File: src/rtl/uart_pkg.sv
// rtl/uart_pkg.sv - shared UART receiver types, parity constants and width helper
package uart_pkg;

   typedef enum logic [1:0] {
      PARITY_NONE = 2'd0,
      PARITY_EVEN = 2'd1,
      PARITY_ODD  = 2'd2
   } parity_t;

   typedef enum logic [2:0] {
      RX_IDLE   = 3'd0,
      RX_START  = 3'd1,
      RX_DATA   = 3'd2,
      RX_PARITY = 3'd3,
      RX_STOP   = 3'd4,
      RX_ERROR  = 3'd5
   } rx_state_t;

   function automatic int sampleWidth(input int n);
      return (n < 2) ? 1 : $clog2(n);
   endfunction

endpackage

File: src/rtl/uart_rx_sampler.sv
// rtl/uart_rx_sampler.sv - line synchroniser, start-edge detect, oversample counter and bit sampler
// UART_RX_MAJORITY_EN selects a 2-of-3 vote around the bit centre instead of a single sample.
module uart_rx_sampler
   import uart_pkg::*;
#(
   parameter int Oversample = 16
) (
   input  logic clk,
   input  logic nReset,
   input  logic en,
   input  logic in,
   input  logic clear,
   output logic fallEdge,
   output logic sampleStrobe,
   output logic bitVal,
   output logic wrapStrobe
);

   localparam int CW = sampleWidth(Oversample);
   localparam logic [CW-1:0] HALF = CW'(Oversample / 2 - 1);
   localparam logic [CW-1:0] LAST = CW'(Oversample - 1);

   logic [1:0]    syncReg;
   logic          s;
   logic          sPrev;
   logic [CW-1:0] sampleCount;

   always_ff @(posedge clk or negedge nReset) begin
      if (!nReset) syncReg <= 2'b11;
      else         syncReg <= {syncReg[0], in};
   end

   assign s = syncReg[1];

   // Edge history only advances on ticks so a low between ticks is judged at tick resolution.
   always_ff @(posedge clk or negedge nReset) begin
      if (!nReset) begin
         sPrev       <= 1'b1;
         sampleCount <= '0;
      end else if (en) begin
         sPrev       <= s;
         sampleCount <= clear ? '0 : sampleCount + CW'(1);
      end
   end

   assign fallEdge   = en && sPrev && !s;
   assign wrapStrobe = en && (sampleCount == LAST);

`ifdef UART_RX_MAJORITY_EN
   localparam logic [CW-1:0] HALF_M1 = CW'(Oversample / 2 - 2);
   localparam logic [CW-1:0] HALF_P1 = CW'(Oversample / 2);

   logic [1:0] hist;

   always_ff @(posedge clk or negedge nReset) begin
      if (!nReset) begin
         hist <= 2'b11;
      end else if (en) begin
         if (sampleCount == HALF_M1) hist[0] <= s;
         if (sampleCount == HALF)    hist[1] <= s;
      end
   end

   assign sampleStrobe = en && (sampleCount == HALF_P1);
   assign bitVal       = (hist[0] & hist[1]) | (hist[0] & s) | (hist[1] & s);
`else
   assign sampleStrobe = en && (sampleCount == HALF);
   assign bitVal       = s;
`endif

endmodule

File: src/rtl/uart_rx_frame.sv
// rtl/uart_rx_frame.sv - oversampling UART receiver with parity/stop checks and valid/ready output
// Optional UART_RX_MAJORITY_EN: majority-voted bit sampling (one extra tick of latency).
module uart_rx_frame
   import uart_pkg::*;
#(
   parameter int      Oversample = 16,
   parameter int      DataBits   = 8,
   parameter parity_t Parity     = PARITY_NONE,
   parameter int      StopBits   = 1
) (
   input  logic                clk,
   input  logic                nReset,
   input  logic                en,
   input  logic                in,
   output logic [DataBits-1:0] data,
   output logic                valid,
   input  logic                ready,
   output logic                parityErr,
   output logic                frameErr,
   output logic                overrun,
   output logic                busy
);

   localparam int BW = sampleWidth(DataBits + 1);

   rx_state_t           state;
   logic [DataBits-1:0] shiftReg;
   logic [BW-1:0]       bitCount;
   logic                stopCount;
   logic                parityBad;
   logic                fallEdge;
   logic                sampleStrobe;
   logic                bitVal;
   logic                wrapStrobe;
   logic                lastStop;
   logic                done;

   uart_rx_sampler #(.Oversample(Oversample)) sampler (
      .clk         (clk),
      .nReset      (nReset),
      .en          (en),
      .in          (in),
      .clear       (state == RX_IDLE),
      .fallEdge    (fallEdge),
      .sampleStrobe(sampleStrobe),
      .bitVal      (bitVal),
      .wrapStrobe  (wrapStrobe)
   );

   assign lastStop = (stopCount == 1'(StopBits - 1));
   assign done     = sampleStrobe && (state == RX_STOP) && bitVal && lastStop;
   assign busy     = (state != RX_IDLE);

   always_ff @(posedge clk or negedge nReset) begin
      if (!nReset) begin
         state     <= RX_IDLE;
         shiftReg  <= '0;
         bitCount  <= '0;
         stopCount <= 1'b0;
         parityBad <= 1'b0;
      end else if (en) begin
         case (state)
            RX_IDLE: begin
               if (fallEdge) begin
                  state     <= RX_START;
                  bitCount  <= '0;
                  stopCount <= 1'b0;
                  parityBad <= 1'b0;
               end
            end
            RX_START: begin
               if (sampleStrobe && bitVal) state <= RX_IDLE;
               else if (wrapStrobe)        state <= RX_DATA;
            end
            RX_DATA: begin
               if (sampleStrobe) begin
                  shiftReg <= {bitVal, shiftReg[DataBits-1:1]};
                  bitCount <= bitCount + BW'(1);
               end
               if (wrapStrobe && bitCount == BW'(DataBits))
                  state <= (Parity != PARITY_NONE) ? RX_PARITY : RX_STOP;
            end
            RX_PARITY: begin
               if (sampleStrobe) parityBad <= bitVal ^ (^shiftReg) ^ (Parity == PARITY_ODD);
               if (wrapStrobe)   state <= RX_STOP;
            end
            RX_STOP: begin
               // Leave as soon as the last stop sample is good so a following start edge is not missed.
               if (sampleStrobe) begin
                  if (!bitVal)       state <= RX_ERROR;
                  else if (lastStop) state <= RX_IDLE;
                  else               stopCount <= stopCount + 1'b1;
               end
            end
            RX_ERROR: state <= RX_IDLE;
            default:  state <= RX_IDLE;
         endcase
      end
   end

   always_ff @(posedge clk or negedge nReset) begin
      if (!nReset) frameErr <= 1'b0;
      else         frameErr <= sampleStrobe && (state == RX_STOP) && !bitVal;
   end

   always_ff @(posedge clk or negedge nReset) begin
      if (!nReset) begin
         data      <= '0;
         valid     <= 1'b0;
         parityErr <= 1'b0;
         overrun   <= 1'b0;
      end else begin
         overrun <= 1'b0;
         if (done) begin
            if (!valid || ready) begin
               data      <= shiftReg;
               parityErr <= (Parity != PARITY_NONE) && parityBad;
               valid     <= 1'b1;
            end else begin
               overrun <= 1'b1;
            end
         end else if (valid && ready) begin
            valid <= 1'b0;
         end
      end
   end

endmodule

File: config.mk
export PLATFORM = sky130hd
export DESIGN_NAME = uart_rx_frame
export DESIGN_NICKNAME = d
export VERILOG_FILES = /design/src/rtl/uart_pkg.sv /design/src/rtl/uart_rx_sampler.sv /design/src/rtl/uart_rx_frame.sv
export SDC_FILE = /design/constraint.sdc
export NUM_CORES = 1
export LEC_CHECK = 0
export CAP_MARGIN = 10
export CORE_MARGIN = 4
export CORE_UTILIZATION = 40
export CTS_CLUSTER_SIZE = 28
export DETAILED_ROUTE_END_ITERATION = 6
export PLACE_DENSITY_LB_ADDON = 0.08
export SLEW_MARGIN = 0
export SYNTH_ARGS = -nofsm -noshare
export SYNTH_HDL_FRONTEND = slang
export SYNTH_SLANG_ARGS = --single-unit
export TNS_END_PERCENT = 5
File: constraint.sdc
create_clock -name clk -period 3.2 [get_ports clk]
set_input_delay 0.32 -clock clk [delete_from_list [all_inputs] [get_ports clk]]
set_output_delay 0.32 -clock clk [all_outputs]
set_load 0.05 [all_outputs]
# Word level (Yosys, flattened, before mapping)
# Index checks and enable logic that the tools add are counted.
totals:
  elab_cells: 79
  output_inout_bits: 13
  regBits: 34
op_classes:
  mux: 23
  addsub: 3
  n_reduce_logical: 25
  n_eq_ne: 16
  n_bitwise: 1
ops:
  columns: ["op", "n"]
  rows:
  - ["$mux 3", 8]
  - ["$pmux 3 s5", 1]
  - ["$mux 4", 3]
  - ["$logic_and 1x1->1", 11]
  - ["$ne 2x2->1 const B", 5]
  - ["$mux 1", 9]
  - ["$add 4x1->4 const B", 2]
  - ["$eq 4x4->1 const B", 2]
  - ["$pmux 4 s2", 1]
  - ["$reduce_and 7->1", 1]
  - ["$eq 3x2->1 const B", 2]
  - ["$ne 3x3->1 const B", 2]
  - ["$reduce_bool 2->1", 3]
  - ["$reduce_and 5->1", 1]
  - ["$eq 4x3->1 const B", 1]
  - ["$ne 2x1->1 const B", 2]
  - ["$reduce_and 2->1", 2]
  - ["$reduce_and 4->1", 1]
  - ["$eq 3x1->1 const B", 1]
  - ["$eq 3x3->1 const B", 1]
  - ["$logic_not 3->1", 1]
  - ["$reduce_and 3->1", 1]
  - ["$reduce_bool 3->1", 1]
  - ["$logic_not 1->1", 2]
  - ["other kinds (4)", 4]

# Depth between registers and ports, before layout
# Gate-level depths: netlist of run 1.
logic_depth:
  word_depth: 7
  depth_mapped: 7
  ltp_nobuf: 6

# By module
# From an unflattened synthesis of run 1, not the netlist that was laid out.
hier_totals:
  hier_cells: 125
  area_unflattened_um2: 1575.3
by_module_without_submodules:
  columns: ["module", "seq_area_each_um2", "area_per_inst_um2", "cells_each", "n_inst"]
  rows:
  - ["uart_rx_frame", 650.6, 1238.7, 97, 1]
  - ["uart_rx_sampler", 178.9, 336.6, 28, 1]

# Worst setup path before layout of run 1
# Ideal clock, no wire load.
synth_timing:
  kind: "reg-to-reg"
  from: "register state[2]"
  to: "register state[1]"
  stages_incl_launch_ff: 7
  t_arrival_ps: 1532
  setup_slack_ps: 1543
  cell_sequence: "dfrtp_1 > buf_6 > or3b_4 > buf_6 > o221ai_4 > a31oi_4 > mux2_4"
synth_between:
  elab_chain_cells: 3
  word_cells_on_any_way: 13
  classes_between: "10 x eq/ne; 1 x mux; 2 x reduce/logical"
synth_lines:
  columns: ["element", "line", "text"]
  rows:
  - ["from (decl)", "uart_rx_frame.sv:26", "rx_state_t state;"]
  - ["from (signal assigned)", "uart_rx_frame.sv:81", "state <= (Parity != PARITY_NONE) ? RX_PARITY : RX_STOP;"]
  - ["$eq 3x1->1, or another cell as far along", "uart_rx_frame.sv:62", "case (state)"]
  - ["$ne 3x3->1 (no line) / $ne 2x2->1 (equally long branches)", null, null]
  - ["$reduce_and 7->1 (no line)", null, null]
# Several ways; a longest one is shown, not always the timed one.
# A chain may end at the register's enable or synchronous reset.

# Worst setup path in the final report of run 1
layout_timing:
  from: "register state[1]"
  to: "output port busy"
layout_between:
  elab_chain_cells: 1
layout_lines:
  columns: ["element", "line", "text"]
  rows:
  - ["$reduce_bool 3->1", "uart_rx_frame.sv:52", "assign busy = (state != RX_IDLE);"]
  - ["to (decl)", "uart_rx_frame.sv:21", "output logic busy"]
# No other way between the ends.

==> impl_metrics.ini, run 1 <==
[global_routing]
antenna_found_initial = 0
grt-ovfl-total = 0
grt_pass1_vias = 1106
grt_max_degree = 34
grt_pass1_wl_mm = 5.09
grt_use_total_pct = 13.1

[clock_network]
clock_latency_ns = 0.29
post_cts_buffers = 0
cts_buffers = 5
hold_buffers = 0
clockBufferDepth = 2
clockRootBuffer = clkbuf_8
cts.clk_slew.worst_paths_ns = 0.07
htreeDepth = 2
cts_resized = 0
cts_sinks = 33
cts_tree = yes

[setup_path]
path_cells = nor3_1 -> inv_1 -> clkdlybuf4s50_1
critPathLaunchType = flip-flop
crit_fanout = 11
crit_type = reg -> out
worst_ep_arrival_time_ns = 2.18
critical-path-slowest-cell = clkdlybuf4s50_1
crit_family = buffers and inverters
critical_path_buf_inv_count = 2
required_ns = 2.88
slowest_delay_ns = 0.72
critPathCaptureType = output port

[cells_and_area]
diodes = 0
regArea_um2 = 830
fin_util_pct = 49.3
stdcell_count = 208
drive_gt1_share_pct = 20.6
final_cell_mix = nand2_1 (30), dfrtp_1 (30), clkdlybuf4s50_1 (16)
fillers = 371
syn_to_final_growth_pct = 17.2
multiInputGateArea_um2 = 657
fin_nets = 167

[run_status]
status = finished clean

[route]
routed_wl_mm = 2.89
routed-via-count = 1058
viasPerCell = 5.09
postRouteAntennaNets = 0
drt-wirelength-per-cell_um = 13.9
drt_pre_antenna_iters = 3
drtIter0Drc = 50
drc = 0

[sta]
rsz0062_at_grt = no
setup_violations = 0
final.setup.tns_ns = 0
hold_violations = 0
finClkSkew_ns = 0.00548
slew_headroom_pct = 55.8
max_freq_mhz = 400
slew_violations = 0
worst_pin_slew_ns = 0.658
fin_crit_ns = 2.50
period_share_pct = 78.2

[power_and_ir_drop]
switchingPower_uw = 365
vdd_drop_max_mv = 0.430
clockPowerShare_pct = 30.1
combPwrFrac_pct = 21.9
p_seq_share_pct = 48.1
p_leak_nw = 0.833
pwr_density_cell_nw_per_um2 = 619
sw_frac_of_total_pct = 31.9
internal_power_uw = 778

[yosys]
synth_flop_cell = dfrtp_1
async_flop_share_pct = 100
synth_area_um2 = 1580
ys_ff_latch = 33
synth.avg_cell_area_um2 = 11.0
yosysSeqAreaShare_pct = 52.7
yosys.area.top_type = dfrtp_1
synth_fp_nets = 151
synth_top_area_share_pct = 47.7
synthCells = 143
synth_area_leaders = dfrtp_1 (48%), mux2_2 (7.1%), nand2_1 (7.1%), dfstp_2 (5.0%), ha_1 (2.4%)
yosys_warnings = 0
ys_types = 41
synth_edf_count = 0

[place]
gp_congestion = 0.835
place_hpwl_mm = 2.02
portBuffers = 16
dp_cells = 200

[floorplan]
die_w_um = 70.8
ios = 18
core_um2 = 3740
rows = 22
die_h_um = 70.8
die_area_um2 = 5010
initial_core_util_pct = 42.1

[worst_hold_path]
min_path_type = reg -> reg

[run]
cap_violations = 0
## through the flow
step,setup WS (ns),area (um^2),total power [mW],hold WS (ns)
floorplan,1.54,1580,0.752,0.0244
global placement,1.04,1740,0.800,0.346
detailed placement,1.02,1740,0.808,0.347
CTS,0.681,1850,1.16,0.357
global route,0.534,1850,1.21,0.362
finish,0.699,1850,1.14,0.356
## power groups by stage
stage	sequential [mW]	combinational, mW	clock [mW]
2_1_floorplan	0.511	0.241	0
5_1_grt	0.561	0.280	0.373
3_5_place_dp	0.555	0.253	0
4_1_cts	0.548	0.253	0.355
3_3_place_gp	0.551	0.250	0
6_report	0.550	0.250	0.344
## area by class of cell
cell class                      count  area share (%)
Clock inverter                      1           0.271
Inverter                            6            1.22
Multi-Input combinational cell     95            35.6
Clock buffer                        7            5.22
Tap cell                           48            3.25
Timing Repair Buffer               18            9.49
Sequential cell                    33            44.9
## per-layer routing
| layer | global-route usage (%) | wire (um) |
|---|---|---|
| met3 | 4.12 | 145 |
| met4 | 8.98 | 83 |
| met2 | 20.6 | 1370 |
| met5 | 0 | 0 |
| met1 | 15.2 | 1290 |
## worst reg2reg max path, stage by stage (launching register included)
cell	delay, ns
dfrtp_1	0.48
or4b_4	0.60
o22ai_2	0.26
nand2_1	0.15
a22o_1	0.20
## worst paths after layout
kind,depth (start not counted),from,slack [ns],end
max,3,state[1],0.70,busy
min,0,sampler.syncReg[0],0.36,sampler.syncReg[1]
max reg2reg,4,state[1],1.41,bitCount[1]
min reg2reg,0,sampler.syncReg[0],0.36,sampler.syncReg[1]
max in group asynchronous,2,nReset,2.43,sampler.syncReg[0]
min in group asynchronous,2,nReset,0.44,shiftReg[7]
## synthesized netlist by cell type, types with 2 or more instances
master      n
nor2_1      6
ha_1        3
or3b_1      2
buf_2       5
o21ai_0     6
nand3_1     3
a31oi_1     2
nand3b_1    2
inv_1       6
o22ai_1     2
dfstp_2     3
o2bb2ai_1   2
dfrtp_1    30
buf_6       3
nand2_1    30
o31ai_1     2
mux2_2     10
nor3_1      3
## registers in the layout, indices dropped and copies added (netlist names), 2 cells and up
| signal | count |
|---|---|
| data | 8 |
| shiftReg | 8 |
| bitCount | 4 |
| sampler.sampleCount | 4 |
| state | 3 |
| sampler.syncReg | 2 |
## logic make-up after synthesis
family          count (synthesis)  synth area share, %
buf+inv                        15                 5.64
other cells                     1                0.238
compound gates                 21                 11.4
mux                            11                 8.10
flops                          33                 52.7
fa+ha+maj                       3                 2.38
simple gates                   59                 19.5
Power figures use the tool's default switching activity.
==> inputs of run 2 (changes only) <==
Clock period 3.2 ns to 2.3 ns, I/O delays scaled along.
==> run 2 against run 1 <==
  * Final cell count increased by 0.48%
  * Register-to-register slack got worse by 0.89 ns
  * Worst setup slack got worse by 0.18 ns
  * First-iteration DRC count decreased by 22%
  * Highest routed layer unchanged
==> impl_metrics.ini, run 2 (synthesis gave the netlist of run 1 again) <==
[clock_network]
htreeDepth = 2
cts_tree = yes
cts_resized = 0
cts_buffers = 5
hold_buffers = 0
clockRootBuffer = clkbuf_8
post_cts_buffers = 0
clock_latency_ns = 0.28
cts_sinks = 33
clockBufferDepth = 2
cts.clk_slew.worst_paths_ns = 0.07

[cells_and_area]
diodes = 0
final_cell_mix = nand2_1 (30), dfrtp_1 (30), clkdlybuf4s50_1 (15)
drive_gt1_share_pct = 21.1
syn_to_final_growth_pct = 18.4
fin_nets = 168
reg_top3 = data (8), shiftReg (8)
fin_util_pct = 49.8

[sta]
final.setup.tns_ns = 0
worst_pin_slew_ns = 0.499
hold_violations = 0
layout_setup_ws_ns = 0.517
rsz0062_at_grt = no
slew_headroom_pct = 66.6
setup_violations = 0
period_share_pct = 77.5
fin_crit_ns = 1.78
slew_violations = 0
max_freq_mhz = 561
finClkSkew_ns = 0.00834

[place]
gp_congestion = 0.799
portBuffers = 16
pre_cts_slack_ns = 0.265
place_hpwl_mm = 1.94

[route]
drt_pre_antenna_iters = 4
routed-via-count = 1073
drtIter0Drc = 39
postRouteAntennaNets = 0
viasPerCell = 5.13
routed_wl_mm = 2.77
drc = 0
drt-wirelength-per-cell_um = 13.2

[setup_path]
worstRegToRegCells = 4
required_ns = 2.46
r2r-start = sampler.sampleCount[0]
worst_ep_arrival_time_ns = 1.94
path_cells = ha_1 -> and4b_1 -> nand4_2 -> mux2_2
crit_family = simple AND/OR/NAND/NOR gates
critical-path-slowest-cell = dfrtp_1
critPathLaunchType = flip-flop
timing.rr.end = data[7]
ff2ff_setup_slack_ns = 0.52
crit_type = reg -> reg
critical_path_buf_inv_count = 0
crit_fanout = 8
critPathCaptureType = flip-flop
slowest_delay_ns = 0.38

[run_status]
status = finished clean

[global_routing]
grt_pass1_wl_mm = 5.13
grt_use_total_pct = 12.8
grt_max_degree = 34
antenna_found_initial = 0
grt_pass1_vias = 1070
grt-ovfl-total = 0

[floorplan]
core_um2 = 3740
initial_core_util_pct = 42.1
rows = 22
die_area_um2 = 5010
die_w_um = 70.8
die_h_um = 70.8
ios = 18

[run]
cap_violations = 0

[power_and_ir_drop]
p_leak_nw = 0.843
vdd_drop_max_mv = 0.578
finalPower_mw = 1.68
pwr_density_cell_nw_per_um2 = 901

[worst_hold_path]
min_path_type = in -> async
## run 2: how the worst max path moves through the flow
stage / start / to / slack [ns] / cells past startpoint
after CTS: sampler.sampleCount[0] / data[7] / 0.48 / 4
after global routing: sampler.sampleCount[0] / data[7] / 0.38 / 4
final: sampler.sampleCount[0] / data[7] / 0.52 / 4
after global placement: en / data[7] / 0.34 / 4
after floorplan: state[2] / state[1] / 0.64 / 6
after detailed placement: en / data[7] / 0.27 / 4
## run 2: cell type report
| type | instances | area (um^2) |
|---|---|---|
| clock buffer | 7 | 86.3 |
| clock inverter | 1 | 30.0 |
| fill | 368 | 1880 |
| inverter | 6 | 22.5 |
| multi-input combinational | 95 | 657 |
| sequential | 33 | 830 |
| tap | 48 | 60.1 |
| timing repair buffer | 19 | 180 |
## run 2: power breakdown
group          leakage [nW]  internal [mW]  total (mW)  switching (mW)
Combinational         0.343          0.165       0.356           0.191
Clock                0.0585          0.353       0.561           0.207
Sequential            0.441          0.656       0.763           0.107
Total                 0.843           1.17        1.68           0.506
## run 2: per-stage QoR
step,hold slack [ns],instances,cell area [um^2]
6_report,0.349,209,1870
5_1_grt,0.345,209,1870
4_1_cts,0.352,209,1870
3_5_place_dp,0.348,201,1750
3_3_place_gp,0.346,201,1750
2_1_floorplan,-0.0656,143,1580
## run 2: routing by layer
layer  up-vias  global-route usage [%]  share of wire [%]
li1        520                       -                  -
met1       527                    16.7                 46
met2        21                    20.4                 48
met3         5                    3.55                4.4
met4         0                    4.38                1.2
met5         -                       0                  0
==> inputs of run 3 (changes only) <==
Clock period 2.3 ns to 1.7 ns, I/O delays scaled along.
==> run 3 against run 2 <==
  * Maximum frequency rose by 7.0%
  * Hold slack worse by 0.066 ns
  * Sequential share of layout area decreased by 1.7 points
  * Count of clock-buffer cells in the layout is 1 lower
  * Via count rose by 5.2%
  * Core utilization rose by 1.9 points
  * Die area unchanged
  * Register-to-register slack got worse by 0.48 ns
  * Global-route usage is 0.11 points higher
  * Critical path type unchanged
  * Critical endpoint is now state[1]
  * Largest cell class unchanged
  * Highest routed layer unchanged
==> impl_metrics.ini, run 3 (synthesis gave the netlist of run 1 again) <==
[sta]
hold_ws_ns = 0.283
max_freq_mhz = 600
fin_crit_ns = 1.67
rsz0062_at_grt = yes
finClkSkew_ns = 0.00338
worst_pin_slew_ns = 0.502
layout_setup_ws_ns = 0.0341
period_share_pct = 98.0
setup_violations = 0
slew_violations = 0
slew_headroom_pct = 66.5
hold_violations = 0

[floorplan]
initial_core_util_pct = 42.1
die_area_um2 = 5010
rows = 22
ios = 18
die_w_um = 70.8
core_um2 = 3740
die_h_um = 70.8

[cells_and_area]
layout_commonest_cell = dfrtp_1
final_cell_mix = dfrtp_1 (30), nand2_1 (29), buf_4 (17)
diodes = 0
reg_top3 = data (8), shiftReg (8)
syn_to_final_growth_pct = 23.0
stdcell_count = 221
drive_gt1_share_pct = 29.5
fin_nets = 180

[route]
drtIter0Drc = 30
drt_pre_antenna_iters = 4
drc = 0
viasPerCell = 5.11
routed-via-count = 1129
drt-wirelength-per-cell_um = 13.2
routed_wl_mm = 2.91
postRouteAntennaNets = 0

[place]
dp_cells = 213
portBuffers = 16
place_hpwl_mm = 2.11
pre_cts_slack_ns = -0.0307
gp_congestion = 0.862

[setup_path]
required_ns = 1.87
crit_fanout = 3
crit_type = reg -> reg
critPathCaptureType = flip-flop
worst_ep_arrival_time_ns = 1.84
critPathLaunchType = flip-flop

[run]
cap_violations = 0

[global_routing]
antenna_found_initial = 0
grt_pass1_vias = 1124
grt_pass1_wl_mm = 5.10
grt_max_degree = 34
grt-ovfl-total = 0
grt_use_total_pct = 12.9

[clock_network]
clockRootBuffer = clkbuf_8
htreeDepth = 2
hold_buffers = 0
clockBufferDepth = 2
cts_tree = yes
cts.clk_slew.worst_paths_ns = 0.06
post_cts_buffers = 0
cts_resized = 0
clock_latency_ns = 0.28
cts_sinks = 33
cts_buffers = 5

[power_and_ir_drop]
p_leak_nw = 0.891
vdd_drop_max_mv = 0.548
pwr_density_cell_nw_per_um2 = 1140

[worst_hold_path]
min_path_type = in -> async

[run_status]
status = finished clean
## run 3: final timing paths
check                                   start                  to  slack, ns  cells after the start
min                                    nReset         bitCount[2]       0.28                      2
max                             sampler.sPrev            state[1]       0.03                      3
max reg2reg                     sampler.sPrev            state[1]       0.03                      3
max in group asynchronous              nReset       sampler.sPrev       1.09                      2
min in group clk                           in  sampler.syncReg[0]       0.29                      1
min reg2reg                sampler.syncReg[0]  sampler.syncReg[1]       0.36                      0
## run 3: area by class of cell
type | count | area, um^2
clock buffer | 6 | 72.6
clock inverter | 2 | 10.0
fill | 354 | 1810
inverter | 6 | 22.5
multi-input combinational | 95 | 676
sequential | 33 | 830
tap | 48 | 60.1
timing repair buffer | 31 | 268
## run 3: per-layer routing
layer / wire length (um) / part of all wire (%) / track usage [%] / up-vias
li1: - / - / - / 551
met1: 1290 / 44 / 16.1 / 539
met2: 1370 / 47 / 19.9 / 31
met3: 162 / 5.6 / 4.40 / 8
met4: 89 / 3.1 / 6.47 / 0
met5: 0 / 0 / 0 / -
## run 3: metrics by stage
stage	util [%]	TNS [ns]	area (um^2)	total power [mW]
global route	51.8	-0.0211	1940	2.36
floorplan	-	0	1580	1.42
finish	51.8	0	1940	2.21
detailed placement	49.1	-0.0307	1840	1.65
CTS	51.3	0	1920	2.21
global placement	49.1	-0.00182	1840	1.63
## run 3: power by group
part / switching, mW / internal (mW) / total, mW
clock network: 0.271 / 0.283 / 0.554
logic: 0.354 / 0.321 / 0.675
registers: 0.0887 / 0.889 / 0.977
total: 0.713 / 1.49 / 2.21
## run 3: worst max-delay path, cell delays in order (launching register included)
cell and delay, ns:
dfstp_2 0.53, or4b_4 0.51, a31oi_4 0.21, mux2_4 0.31
